$ cat src/rtl/freq_count_scan.sv
// Gated 4-digit BCD edge counter with end-of-window latch and a multiplexed digit scan
// feeding a single 7-segment decoder input.
module freq_count_scan #(
    parameter int GATE_CYCLES = 1000,
    parameter int SCAN_CYCLES = 4
) (
    input  logic       clk,
    input  logic       rst_n,
    input  logic       sig_in,
    output logic [3:0] bcd_out,
    output logic [3:0] digit_sel,
    output logic       overflow,
    output logic       valid
);

    localparam int GATE_W = $clog2(GATE_CYCLES);
    localparam int SCAN_W = (SCAN_CYCLES > 1) ? $clog2(SCAN_CYCLES) : 1;
    localparam logic [GATE_W-1:0] GATE_LAST = GATE_W'(GATE_CYCLES - 1);
    localparam logic [SCAN_W-1:0] SCAN_LAST = SCAN_W'(SCAN_CYCLES - 1);

    // Returns {carry_out, value}; carry_out is set only when 9999 rolls over to 0000.
    function automatic logic [16:0] bcd_inc(input logic [15:0] v, input logic inc);
        logic [15:0] r;
        logic        c;
        r = v;
        c = inc;
        for (int i = 0; i < 4; i++) begin
            if (c) begin
                if (v[4*i +: 4] == 4'd9) begin
                    r[4*i +: 4] = 4'd0;
                end else begin
                    r[4*i +: 4] = v[4*i +: 4] + 4'd1;
                    c = 1'b0;
                end
            end
        end
        return {c, r};
    endfunction

    function automatic logic [15:0] bcd_sat(input logic [15:0] v, input logic ovf);
        return ovf ? 16'h9999 : v;
    endfunction

    logic              sync1_q, sync2_q, sync3_q, edge_q;
    logic [GATE_W-1:0] gate_q;
    logic [SCAN_W-1:0] scan_q;
    logic [15:0]       cnt_q, latch_q;
    logic              ovf_q, overflow_q, valid_q;
    logic [3:0]        sel_q, bcd_q;

    logic              tc, wrap, ovf_d, scan_wrap;
    logic [15:0]       cnt_inc, latch_d;
    logic [3:0]        sel_d, bcd_d;

    always_comb begin
        {wrap, cnt_inc} = bcd_inc(cnt_q, edge_q);
        tc        = (gate_q == GATE_LAST);
        ovf_d     = ovf_q | wrap;
        latch_d   = tc ? bcd_sat(cnt_inc, ovf_d) : latch_q;
        scan_wrap = (scan_q == SCAN_LAST);
        sel_d     = scan_wrap ? {sel_q[2:0], sel_q[3]} : sel_q;
        // Mux from the next-state latch so a fresh result reaches the bus with valid.
        case (sel_d)
            4'b0001: bcd_d = latch_d[3:0];
            4'b0010: bcd_d = latch_d[7:4];
            4'b0100: bcd_d = latch_d[11:8];
            default: bcd_d = latch_d[15:12];
        endcase
    end

    always_ff @(posedge clk or negedge rst_n) begin
        if (!rst_n) begin
            sync1_q    <= 1'b0;
            sync2_q    <= 1'b0;
            sync3_q    <= 1'b0;
            edge_q     <= 1'b0;
            gate_q     <= '0;
            scan_q     <= '0;
            cnt_q      <= '0;
            ovf_q      <= 1'b0;
            latch_q    <= '0;
            overflow_q <= 1'b0;
            valid_q    <= 1'b0;
            sel_q      <= 4'b0001;
            bcd_q      <= '0;
        end else begin
            sync1_q <= sig_in;
            sync2_q <= sync1_q;
            sync3_q <= sync2_q;
            edge_q  <= sync2_q & ~sync3_q;

            gate_q  <= tc ? '0 : gate_q + GATE_W'(1);
            valid_q <= tc;
            latch_q <= latch_d;
            if (tc) begin
                cnt_q      <= '0;
                ovf_q      <= 1'b0;
                overflow_q <= ovf_d;
            end else begin
                cnt_q <= cnt_inc;
                ovf_q <= ovf_d;
            end

            scan_q <= scan_wrap ? '0 : scan_q + SCAN_W'(1);
            sel_q  <= sel_d;
            bcd_q  <= bcd_d;
        end
    end

    assign bcd_out   = bcd_q;
    assign digit_sel = sel_q;
    assign overflow  = overflow_q;
    assign valid     = valid_q;

endmodule

$ cat config.mk
export PLATFORM = sky130hd
export DESIGN_NAME = freq_count_scan
export DESIGN_NICKNAME = d
export VERILOG_FILES = /design/src/rtl/freq_count_scan.sv
export SDC_FILE = /design/constraint.sdc
export NUM_CORES = 1
export LEC_CHECK = 0
export ABC_CLOCK_PERIOD_IN_PS = 5900
export BUFFER_PORTS_ARGS = -buffer_cell sky130_fd_sc_hd__buf_2
export CELL_PAD_IN_SITES_DETAIL_PLACEMENT = 0
export CELL_PAD_IN_SITES_GLOBAL_PLACEMENT = 2
export CORE_MARGIN = 3
export CORE_UTILIZATION = 30
export DETAILED_ROUTE_END_ITERATION = 16
export HOLD_SLACK_MARGIN = 0.15
export PLACE_DENSITY = 0.63
export SLEW_MARGIN = 20
export SYNTH_ARGS = -nofsm -noshare
export SYNTH_HDL_FRONTEND = slang
export SYNTH_SLANG_ARGS = --single-unit
$ cat constraint.sdc
create_clock -name clk -period 5.9 [get_ports clk]
set_input_delay 0.295 -clock clk [delete_from_list [all_inputs] [get_ports clk]]
set_output_delay 0.295 -clock clk [all_outputs]
set_load 0.1 [all_outputs]
## After elaboration in Yosys (flattened, before gate mapping)

Cells that the tools add are included.

- Bits of input ports: 3
- Bits in registers: 59
- Output and inout bits: 10

- Bitwise gates (word level): 3
- Mux-type cells: 24
- Equality and inequality tests: 9
- Add/sub/neg operators: 6

Operator list:

| operator | number |
|---|---|
| $mux W16 | 3 |
| $mux W4 | 9 |
| $add A4 B1 Y4 const B | 4 |
| $eq A4 B4 Y1 const B | 4 |
| $pmux W4 S3 | 1 |
| $add A10 B1 Y10 const B | 1 |
| $eq A10 B10 Y1 const B | 1 |
| $mux W10 | 1 |
| $mux W1 | 9 |
| $eq A4 B1 Y1 const B | 1 |
| $eq A4 B2 Y1 const B | 1 |
| $eq A4 B3 Y1 const B | 1 |
| $add A2 B1 Y2 const B | 1 |
| $eq A2 B2 Y1 const B | 1 |
| $mux W2 | 1 |
| $and A1 B1 Y1 | 1 |
| $not A1 Y1 | 1 |
| $or A1 B1 Y1 | 1 |

## Logic depth before layout (Yosys ltp)

Gate-level depths: netlist of run 1.

- Depth in word-level cells: 10
- Mapped depth: 8
- Mapped depth without buffers: 7

## Least setup slack after synthesis of run 1

OpenSTA, ideal clock, no wires.

- Kind: register -> register
- Start: register sel_q[1] (netlist: digit_sel[1])
- End: register bcd_q[2] (netlist: bcd_out[2])
- Setup slack: 3.642 ns
- Cell stages (with the launch flop): 6
- Path buffers: 0
- Arrival: 2.193 ns
- Data required time: 5.835 ns
- Library setup time: 0.065 ns
- Cell sequence: dfrtp_1 or3b_4 a211oi_4 nand3_2 o221ai_1 o22a_1

- Word-level cells in the longest chain between the ends: 3
- Elaborated cells between the ends (all ways): 5
- Classes of those cells: eq/ne (3); mux (2)

RTL lines:

| item | RTL line | source |
|---|---|---|
| start, declared | 49 | `logic [3:0] sel_q, bcd_q;` |
| start signal, assigned | 105 | `sel_q <= sel_d;` |
| $mux W4 (*) | 61 | `sel_d = scan_wrap ? {sel_q[2:0], sel_q[3]} : sel_q;` |
| $eq A4 B3 Y1, or another cell as far along | 63 | `case (sel_d)` |
| $pmux W4 S3 (*) | 63 |  |
| named net bcd_d[2] | 53 | `logic [3:0] sel_d, bcd_d;` |
| end signal, assigned | 85 | `bcd_q <= '0;` |
| end signal, assigned | 106 | `bcd_q <= bcd_d;` |
| end, declared | 49 |  |

Mark *: on every way through the listed nets, which the timed path passes. The rest lies on a longest branch.
A chain may end at the register's enable or synchronous reset.

## Worst setup path after layout of run 1

- Start: register gate_q[0]
- End: register bcd_q[0] (netlist: bcd_out[0])

- Word-level cells in the longest chain between the ends: 3

RTL lines:

| item | RTL line | source |
|---|---|---|
| start, declared | 45 | `logic [GATE_W-1:0] gate_q;` |
| start signal, assigned | 92 | `gate_q <= tc ? '0 : gate_q + GATE_W'(1);` |
| $eq A10 B10 Y1 | 57 | `tc = (gate_q == GATE_LAST);` |
| $mux W16 | 59 | `latch_d = tc ? bcd_sat(cnt_inc, ovf_d) : latch_q;` |
| $pmux W4 S3 | 63 |  |
| named net bcd_d[0] | 53 |  |

The timed path passes the listed nets, and every way through them passes these cells.

==> reports/results.ini, run 1 <==
[power_and_ir_drop]
clkPwrFrac = 0.449
swShare = 0.2464
seqPwrFrac = 0.453
powerDensity_nw_per_um2 = 287.6
p_int_mw = 0.7553
comb_power_share = 0.099
switchingPower_mw = 0.2469
leakagePower_nw = 1.587
irDropWorstVdd_v = 0.0001490

[synthesis]
ys_async_sr_fraction = 1.000
synth_area_leaders = dfrtp_1, ha_1, nor2_1
yosysWarningCount = 0
synth_top_family_by_area = simple AND/OR/NAND/NOR gates
synth_xor_area_frac = 0.02310
synth-edff-count = 0
synthesis.area_um2 = 3033
synthDistinctLibCells = 65
synthMuxAreaShare = 0.03094
dominantRegCellSynth = dfrtp_1
syn-num-nets = 297
synth_compound_area_frac = 0.1667
yosysTopAreaCellShare = 0.4785
ys_seq_elements = 59
synth_fa_ha_area_frac = 0.04125
ys_seq_area_frac = 0.4872
yosys.area_share.simple = 0.2240
synth_top_area_cell = dfrtp_1
syn_inst = 284
avgSynthCellArea_um2 = 10.68

[global_routing]
grt_pass1_wl_mm = 11.90
antenna_found_initial = 0
grt-ovfl-total = 0
gr-usage-all-layers = 0.1333
grt_pass1_vias = 2220
grt_max_degree = 60

[timing]
skew_ns = 0.004616
slew_violations = 0
finalCriticalPeriod_ns = 2.670
rsz0062_at_grt = no
max_freq_mhz = 374.5
final.period_utilization = 0.4526
max-slew-margin-rel = 0.5020
hold_slack_ns = 0.3492
tns_ns = 0
hold_viol_final = 0
tightest_slew_ns = 0.7470
setup_viol = 0
setup_slack_ns = 3.230

[die]
core_area_um2 = 9819
die_y_um = 106.5
fp-row-count = 36
ios = 13
initial_core_util = 0.3089
dieArea_um2 = 11350
die_x_um = 106.5

[routing]
routed.top_layer = met4
vias = 2179
totalWireLength_mm = 6.915
via_per_inst = 4.952
met1Wirelength_mm = 3.442
dr_wl_met3_um = 191
routed-wl-met2_mm = 3.223
drc = 0
detail_route.wl_per_cell_um = 15.72
drtAntennaViolNets = 0
drt_iter0_markers = 105
first_pass_iters = 4

[setup_path]
arrival_ns = 2.88
path_common_cell = and4b_1
crit_slowest_cell = inv_1
reg2reg_from = gate_q[0]
critPathBufInv = 2
crit_path_start = gate_q[0]
critical-path-top-delay-family = simple AND/OR/NAND/NOR gates
critical_path.endpoint_type = flip-flop
required_ns = 6.11
crit_type = reg2reg
worstSetupStartpointType = flip-flop
path_cells = ha_1 -> and4b_1 -> nand3_2 -> inv_1 -> buf_4 -> and4b_1 -> a2bb2oi_1 -> nand3_1
crit_fanout = 31
crit_path_max_incr_delay_ns = 0.41

[clocking]
post_cts_resize_count = 0
ctsHoldBuffers = 2
cts_buffers = 9
cts_buffer_depth = 2
worstSkewPairLatency_ns = 0.33
path_clk_slew_ns = 0.07
post-cts-setup-buffers = 0
cts-htree-levels = 3
cts-root-buf = clkbuf_8
tritoncts = built
clock_sinks = 59

[placed_design]
place.port_buffers = 12
routabilityCongestion = 0.7585
place_area_um2 = 3223
place_hpwl_mm = 4.783
pre_cts_ws_ns = 3.204

[hold_path]
hold_path.startpoint = sync1_q
holdCritPathClass = reg2reg

[finish]
postLayoutCellArea_um2 = 3485
n_fill_cell = 1044
syn_to_final_growth_pct = 14.89
diodes = 0
num-nets-final = 315
layout_commonest_cell = dfrtp_1
mostFrequentLayoutCells = dfrtp_1, nor2_1, nand2_1
drive_gt1_frac = 0.1694

[status]
status = complete, no violations

[job]
max-cap-violations = 0

cells in the mapped netlist (3+ instances only):
library cell / count
buf_2: 5
nor2_1: 31
and3_1: 4
nand2_1: 21
and2_1: 5
nand3b_1: 4
o21a_1: 4
inv_1: 8
o221ai_1: 5
dfrtp_1: 58
and4b_1: 4
nor2b_1: 3
and3b_1: 6
xor2_1: 5
a21oi_1: 10
nand3_2: 3
mux2_2: 3
xnor2_1: 3
o21ai_0: 14
ha_1: 10
o22a_1: 4
a31oi_1: 5
mux2i_1: 6
nand3_1: 10
sequential cells by signal, indices dropped and copies added, names as in the netlist:
signal and flops:
gate_q 10, edge_q 1, overflow 1, digit_sel 4, valid 1, cnt_q 16
ovf_q 1, sync3_q 1, sync1_q 1, scan_q 2, bcd_out 4, sync2_q 1
latch_q 16
worst paths after layout:
path / cells after the start / endpoint / slack, ns
min: 0 / sync2_q / 0.35
max in group asynchronous: 3 / gate_q[2] / 4.75
min in group asynchronous: 3 / cnt_q[13] / 0.64
max reg2reg: 8 / bcd_out[0] / 3.23
min reg2reg: 0 / sync2_q / 0.35
max: 8 / bcd_out[0] / 3.23
logic make-up after synthesis:
| logic type | after synthesis |
|---|---|
| and+or+nand+nor | 113 |
| AOI/OAI and AO/OA | 68 |
| DFF | 59 |
| buffers and inverters | 17 |
| adders and majority gates | 10 |
| muxes | 9 |
| xor gates and xnor gates | 8 |
power groups by stage:
stage	sequential [mW]	clock, mW	combinational (mW)
final	0.454	0.450	0.0989
after global routing	0.458	0.482	0.115
after CTS	0.454	0.463	0.102
after detailed placement	0.461	0	0.101
after global placement	0.462	0	0.101
after floorplan	0.453	0	0.0728
worst register-to-register path: cells and delay by family, from the launching register on:
kind                     cells  cell delay [ns]
AND/OR/NAND/NOR              4             0.96
AO/OA/AOI/OAI                1             0.20
adder cells (fa/ha/maj)      1             0.22
flip-flops                   1             0.39
buffers and inverters        2             0.80
area by class of cell:
class / count / area [µm²] / share of cell area
repair buffers: 16 / 95.09 / 0.02729
clock buffers: 11 / 141.4 / 0.04057
well taps: 133 / 166.4 / 0.04776
clock inverters: 5 / 100.1 / 0.02873
flip-flops and latches: 59 / 1478 / 0.4241
multi-input cells: 208 / 1474 / 0.4230
inverters: 8 / 30.03 / 0.008618
through the flow:
stage / utilization / power [mW] / std cells
final: 0.3549 / 1.002 / 440
after global routing: 0.3549 / 1.055 / 440
after floorplan: - / 0.5256 / 284
after detailed placement: 0.3282 / 0.5618 / 422
after global placement: 0.3282 / 0.5634 / 422
after CTS: 0.3549 / 1.019 / 440
per-layer routing:
layer	GRT usage	vias to the layer above
li1	-	1075
met5	0	-
met4	0.02740	0
met3	0.04007	5
met2	0.2086	31
met1	0.1835	1068
(Power assumes the default switching activity.)
==> inputs of run 2 (changes only) <==
--- a/config.mk
+++ b/config.mk
@@ -5,7 +5,8 @@
 export SDC_FILE = /design/constraint.sdc
 export NUM_CORES = 1
 export LEC_CHECK = 0
-export ABC_CLOCK_PERIOD_IN_PS = 5900
+export ABC_AREA = 1
+export ABC_CLOCK_PERIOD_IN_PS = 2700
 export BUFFER_PORTS_ARGS = -buffer_cell sky130_fd_sc_hd__buf_2
 export CELL_PAD_IN_SITES_DETAIL_PLACEMENT = 0
 export CELL_PAD_IN_SITES_GLOBAL_PLACEMENT = 2
@@ -13,7 +14,7 @@
 export CORE_UTILIZATION = 30
 export DETAILED_ROUTE_END_ITERATION = 16
 export HOLD_SLACK_MARGIN = 0.15
-export PLACE_DENSITY = 0.63
+export PLACE_DENSITY = 0.67
 export SLEW_MARGIN = 20
 export SYNTH_ARGS = -nofsm -noshare
 export SYNTH_HDL_FRONTEND = slang
==> constraint.sdc (replaced) <==
create_clock -name clk -period 2.7 [get_ports clk]
set_input_delay 0.135 -clock clk [delete_from_list [all_inputs] [get_ports clk]]
set_output_delay 0.135 -clock clk [all_outputs]
set_load 0.1 [all_outputs]
==> run 2 against run 1 <==
Die area shrank 3.7%; sequential power grew 110%; critical path type unchanged; clock-buffer cell count shrank 2; via count shrank 2.1%; final area shrank 3.1%; synthesized cell count grew 19%; clock skew grew 0.0077 ns; critical path depth grew 3; non-clock buffer count grew 2; power grew 110%; largest power group unchanged; fmax grew 26%.
==> reports/results.ini, run 2 <==
[power_and_ir_drop]
irDropWorstVdd_v = 0.0001767  ; +19%
clkPwrFrac = 0.434  ; -0.015
comb_power_share = 0.101  ; +0.002
p_int_mw = 1.532  ; +100%
leakagePower_nw = 1.780  ; +12%
powerDensity_nw_per_um2 = 619.7  ; +120%
p_total_mw = 2.092  ; +110%
switchingPower_mw = 0.5604  ; +130%
seqPwrFrac = 0.465  ; +0.012
swShare = 0.2679  ; +0.02153

[synthesis]
avgSynthCellArea_um2 = 8.621  ; -19%
syn_inst = 338  ; +19%
ys_async_sr_fraction = 1.000  ; unchanged
synthMuxAreaShare = 0  ; -0.03094
dominantRegCellSynth = dfrtp_1
synth_xor_area_frac = 0.006011  ; -0.01709
yosysWarningCount = 0  ; unchanged
ys_top_cells_by_count = nand2_1, dfrtp_1, inv_1
yosysTopAreaCellShare = 0.4981  ; +0.01952
synth_compound_area_frac = 0.07213  ; -0.09453
synth_top_area_cell = dfrtp_1
yosys.area_share.simple = 0.2941  ; +0.07011
synth_fa_ha_area_frac = 0.04294  ; +0.001683
ys_seq_area_frac = 0.5071  ; +0.01987
synth_top_family_by_area = simple AND/OR/NAND/NOR gates
synth_area_leaders = dfrtp_1, nand2_1, inv_1
synthDistinctLibCells = 34  ; -48%
synthesis.area_um2 = 2914  ; -3.9%
synth.most_common_cell = nand2_1
synth-edff-count = 0  ; unchanged
syn-num-nets = 351  ; +18%
ys_seq_elements = 59  ; unchanged

[die]
fp-row-count = 35  ; -2.8%
ios = 13  ; unchanged
die_y_um = 104.6  ; -1.9%
die_x_um = 104.6  ; -1.9%
dieArea_um2 = 10930  ; -3.7%
core_area_um2 = 9328  ; -5.0%
initial_core_util = 0.3124  ; +0.003539

[finish]
reg.largest.list = cnt_q: 16 flops, latch_q: 16 flops, gate_q: 10 flops
postLayoutCellArea_um2 = 3376  ; -3.1%
layout.cells.non_filler = 494  ; +12%
syn_to_final_growth_pct = 15.84
utilization = 0.3619  ; +0.007038
num-nets-final = 373  ; +18%
mostFrequentLayoutCells = nand2_1, dfrtp_1, inv_1
layout_commonest_cell = nand2_1
drive_gt1_frac = 0.1671  ; -0.002258
diodes = 0  ; unchanged

[clocking]
path_clk_slew_ns = 0.08  ; about the same
cts_buffers = 9  ; unchanged
clock_sinks = 59  ; unchanged
tritoncts = built
post_cts_resize_count = 0  ; unchanged
worstSkewPairLatency_ns = 0.34  ; about the same
cts-root-buf = clkbuf_8
cts-htree-levels = 3  ; unchanged
cts_buffer_depth = 2  ; unchanged

[timing]
tns_ns = 0  ; unchanged
finalCriticalPeriod_ns = 2.117  ; -0.5532 ns
setup_viol = 0  ; unchanged
max-slew-margin-rel = 0.6320  ; +0.1300
hold_viol_final = 0  ; unchanged
tightest_slew_ns = 0.5520  ; -0.1950 ns
max_freq_mhz = 472.3  ; +26%
setup_slack_ns = 0.5828  ; -2.647 ns
hold_slack_ns = 0.3157  ; -0.03355 ns
final.period_utilization = 0.7842  ; +0.3315
skew_ns = 0.01227  ; +0.007658 ns
rsz0062_at_grt = no
slew_violations = 0  ; unchanged

[global_routing]
grt_pass1_wl_mm = 10.91  ; -8.4%
gr-usage-all-layers = 0.1276  ; -0.005653
grt-ovfl-total = 0  ; unchanged
grt_pass1_vias = 2119  ; -4.5%
antenna_found_initial = 0  ; unchanged
grt_max_degree = 39  ; -35%

[setup_path]
path_cells = inv_1 -> ha_1 -> nand4_2 -> nor2_2 -> nand2_1 -> o21ai_1 -> nand2_1 -> nand3_1 -> nand2_1 -> inv_1 -> nand2_1
crit_path_max_incr_delay_ns = 0.48  ; +0.07 ns
crit_slowest_cell = nor2_2
required_ns = 2.93  ; -3.18 ns
crit_fanout = 12  ; -61%
critPathBufInv = 2  ; unchanged
arrival_ns = 2.35  ; -0.53 ns
crit_type = reg2reg
path_common_cell = nand2_1
worstSetupStartpointType = flip-flop
critical-path-top-delay-family = simple AND/OR/NAND/NOR gates
critical_path.endpoint_type = flip-flop

[placed_design]
place.port_buffers = 12  ; unchanged
routabilityCongestion = 0.7224  ; -4.8%
dp.cells = 476  ; +13%
place_hpwl_mm = 4.406  ; -7.9%
pre_cts_ws_ns = 0.5402  ; -2.664 ns
place_area_um2 = 3131  ; -2.9%

[routing]
detail_route.wl_per_cell_um = 12.59  ; -20%
via_per_inst = 4.318  ; -13%
drtAntennaViolNets = 0  ; unchanged
vias = 2133  ; -2.1%
drc = 0  ; unchanged
first_pass_iters = 4  ; unchanged
drt_iter0_markers = 25  ; -76%
totalWireLength_mm = 6.219  ; -10%

[hold_path]
holdCritPathClass = in2async

[status]
status = complete, no violations

[job]
max-cap-violations = 0  ; unchanged

-- run 2: cell types whose count changed in the layout (fill, tap and decap cells not counted), sizes merged, moves of 6 or more --
cell	before	now
a21boi	2	8
and3b	6	0
nand4	2	11
mux2i	6	0
nor3	3	10
or2	2	9
nand2	22	86
inv	8	48
nand3	13	25
-- run 2: area by class of cell --
cell class | count | area [µm²]
clock buffers | 9 | 123.9
clock inverters | 7 | 101.3
fillers | 960 | 5952
inverters | 47 | 178.9
multi-input cells | 225 | 1210
flip-flops and latches | 59 | 1478
well taps | 129 | 161.4
repair buffers | 18 | 122.6
-- run 2: path summary, 6_finish.rpt --
kind,depth (start not counted),startpoint,slack [ns],to
max in group asynchronous,3,rst_n,1.73,digit_sel[0]
setup / recovery,11,cnt_q[1],0.58,bcd_out[0]
min in group clk,0,sync1_q,0.36,sync2_q
hold / removal,2,rst_n,0.32,latch_q[8]
hold reg to reg,0,sync1_q,0.36,sync2_q
setup reg to reg,11,cnt_q[1],0.58,bcd_out[0]
-- run 2: cell families after synthesis --
kind of cell	after synthesis
xor+xnor	2
simple gates	177
fa+ha+maj	10
buf+inv	54
compound gates	36
flops	59
-- run 2: power by group through the flow --
stage / Clock, mW / Sequential, mW / Combinational, mW
2_1_floorplan: 0 / 0.980 / 0.155
3_3_place_gp: 0 / 0.991 / 0.208
3_5_place_dp: 0 / 0.991 / 0.215
4_1_cts: 0.954 / 0.973 / 0.218
5_1_grt: 0.995 / 0.983 / 0.257
6_report: 0.908 / 0.973 / 0.210
-- run 2: repair_timing --
action / in CTS / in global routing
hold buffers: 2 / 0
buffers inserted: 0 / 0
endpoints found under the hold margin: 22 / 0
-- run 2: layer usage --
layer,vias up,global-route usage,routed length (µm)
met4,0,0.04748,63
met1,982,0.1783,3209
met5,-,0,0
li1,1123,-,-
met3,5,0.03768,155
met2,23,0.1863,2791
-- run 2: worst reg2reg max path, stage by stage, from the launching register on --
cell and delay, ns:
dfrtp_1 0.39, inv_1 0.08, ha_1 0.18, nand4_2 0.20, nor2_2 0.48, nand2_1 0.17
o21ai_1 0.23, nand2_1 0.08, nand3_1 0.07, nand2_1 0.05, inv_1 0.05, nand2_1 0.04
==> inputs of run 3 (changes only) <==
--- a/config.mk
+++ b/config.mk
@@ -6,7 +6,7 @@
 export NUM_CORES = 1
 export LEC_CHECK = 0
 export ABC_AREA = 1
-export ABC_CLOCK_PERIOD_IN_PS = 2700
+export ABC_CLOCK_PERIOD_IN_PS = 1960
 export BUFFER_PORTS_ARGS = -buffer_cell sky130_fd_sc_hd__buf_2
 export CELL_PAD_IN_SITES_DETAIL_PLACEMENT = 0
 export CELL_PAD_IN_SITES_GLOBAL_PLACEMENT = 2
==> constraint.sdc (replaced) <==
create_clock -name clk -period 1.96 [get_ports clk]
set_input_delay 0.098 -clock clk [delete_from_list [all_inputs] [get_ports clk]]
set_output_delay 0.098 -clock clk [all_outputs]
set_load 0.1 [all_outputs]
==> run 3 against run 2 <==
Non-clock buffer count is 24 higher; first-iteration DRC count grew to 2.7 times the previous value; combinational power is 86% higher; clock skew hardly changed; power is 35% higher; largest power group unchanged; global-route usage is 0.37 points higher.
==> reports/results.ini, run 3 (synthesized netlist as in run 2, its figures left out) <==
[finish]
drive_gt1_frac = 0.2590  ; +0.09185
layout_commonest_cell = nand2_1
syn_to_final_growth_pct = 25.08
reg.largest.list = cnt_q: 16 flops, latch_q: 16 flops, gate_q: 10 flops
num-nets-final = 398  ; +6.7%
diodes = 0  ; unchanged
mostFrequentLayoutCells = nand2_1, dfrtp_1, inv_1

[global_routing]
grt_pass1_vias = 2226  ; +5.0%
grt-ovfl-total = 0  ; unchanged
gr-usage-all-layers = 0.1313  ; +0.003674
antenna_found_initial = 0  ; unchanged
grt_max_degree = 31  ; -21%
grt_pass1_wl_mm = 11.22  ; +2.9%

[routing]
drtAntennaViolNets = 0  ; unchanged
first_pass_iters = 4  ; unchanged
drc = 0  ; unchanged
via_per_inst = 4.380  ; +1.4%
drt_iter0_markers = 68  ; +170%
vias = 2273  ; +6.6%
totalWireLength_mm = 6.712  ; +7.9%
detail_route.wl_per_cell_um = 12.93  ; +2.7%

[clocking]
clock_sinks = 59  ; unchanged
tritoncts = built
cts_buffers = 9  ; unchanged
cts-root-buf = clkbuf_8
worstSkewPairLatency_ns = 0.34  ; about the same
cts-htree-levels = 3  ; unchanged
cts_buffer_depth = 2  ; unchanged
path_clk_slew_ns = 0.07  ; about the same

[hold_path]
holdCritPathClass = in2async

[timing]
skew_ns = 0.01248  ; +0.0002068 ns
finalCriticalPeriod_ns = 1.796  ; -0.3209 ns
rsz0062_at_grt = no
final.period_utilization = 0.9165  ; +0.1324
max_freq_mhz = 556.7  ; +18%
slew_violations = 0  ; unchanged
setup_viol = 0  ; unchanged
setup_slack_ns = 0.1636  ; -0.4191 ns
tightest_slew_ns = 0.5677  ; +0.01569 ns
hold_slack_ns = 0.2899  ; -0.02576 ns
max-slew-margin-rel = 0.6215  ; -0.01046
hold_viol_final = 0  ; unchanged

[die]
die_x_um = 104.6  ; unchanged
ios = 13  ; unchanged
die_y_um = 104.6  ; unchanged
initial_core_util = 0.3124  ; unchanged
fp-row-count = 35  ; unchanged
dieArea_um2 = 10930  ; unchanged
core_area_um2 = 9328  ; unchanged

[placed_design]
place_hpwl_mm = 4.845  ; +9.9%
routabilityCongestion = 0.7502  ; +3.8%
pre_cts_ws_ns = -0.03479  ; -0.5750 ns
place.port_buffers = 12  ; unchanged

[power_and_ir_drop]
irDropWorstVdd_v = 0.0003277  ; +85%
leakagePower_nw = 1.900  ; +6.7%
p_total_mw = 2.821  ; +35%
powerDensity_nw_per_um2 = 774.0  ; +25%

[setup_path]
reg2reg_from = gate_q[0]
reg2reg_setup_slack_ns = 0.16  ; -0.42 ns
crit_type = reg2reg
reg2reg_depth = 12  ; +1
arrival_ns = 2.08  ; -0.27 ns
critical_path.endpoint_type = flip-flop
worstSetupStartpointType = flip-flop
crit_fanout = 11  ; -1
crit_path_start = gate_q[0]
critPathCapture = bcd_out[0]
required_ns = 2.24  ; -0.69 ns
r2r-end = bcd_out[0]

[status]
status = complete, no violations

[job]
max-cap-violations = 0  ; unchanged

-- run 3: worst min-delay path by stage --
| stage | start | endpoint | depth (start not counted) |
|---|---|---|---|
| after floorplan | rst_n | bcd_out[0] | 0 |
| after global placement | rst_n | gate_q[2] | 1 |
| after detailed placement | rst_n | gate_q[2] | 1 |
| after CTS | rst_n | gate_q[0] | 2 |
| after global routing | rst_n | gate_q[0] | 2 |
| final | rst_n | gate_q[0] | 2 |
-- run 3: power by group --
part,leakage (nW),switching (mW),internal (mW)
registers,0.780,0.0580,1.28
clock network,0.0950,0.510,0.581
logic,1.03,0.233,0.158
total,1.90,0.801,2.02
-- run 3: final cells by class --
class,count,area (µm²)
clock buffers,9,123.9
clock inverters,7,68.82
fillers,973,5683
inverters,47,188.9
multi-input cells,225,1274
flip-flops and latches,59,1479
well taps,129,161.4
repair buffers,42,340.3
repair inverters,1,8.758
-- run 3: through the flow --
| stage | cell area [µm²] | setup TNS [ns] | util | cells |
|---|---|---|---|---|
| after detailed placement | 3249 | -0.03596 | 0.3484 | 490 |
| final | 3645 | 0 | 0.3907 | 519 |
| after global placement | 3249 | -0.1318 | 0.3484 | 490 |
| after floorplan | 2915 | 0 | - | 338 |
| after global routing | 3645 | 0 | 0.3907 | 519 |
| after CTS | 3465 | 0 | 0.3714 | 508 |
-- run 3: timing repair --
| item | in CTS | in global routing |
|---|---|---|
| resized for setup | 1 | 23 |
| hold buffers | 2 | 0 |
| cloned | 0 | 2 |
| endpoints found under the hold margin | 22 | 0 |
| pin swaps | 0 | 5 |
| endpoints found under the setup margin | 2 | 4 |
| setup buffers | 0 | 9 |
-- run 3: routing by layer --
layer | part of all wire | routed length [µm] | track usage
met5 | 0 | 0 | 0
met4 | 0.0085 | 57 | 0.03704
met3 | 0.035 | 237 | 0.04447
met2 | 0.46 | 3091 | 0.2006
met1 | 0.50 | 3326 | 0.1770
-- run 3: worst max-delay path: stages (launching register included) --
cell     delay (ns)
dfrtp_1        0.36
ha_2           0.18
nand2_1        0.08
inv_2          0.06
nand2_2        0.06
nor3_4         0.29
buf_6          0.17
buf_12         0.12
or2_2          0.11
nand3_1        0.08
nand2_1        0.11
inv_1          0.05
nand2_1        0.05
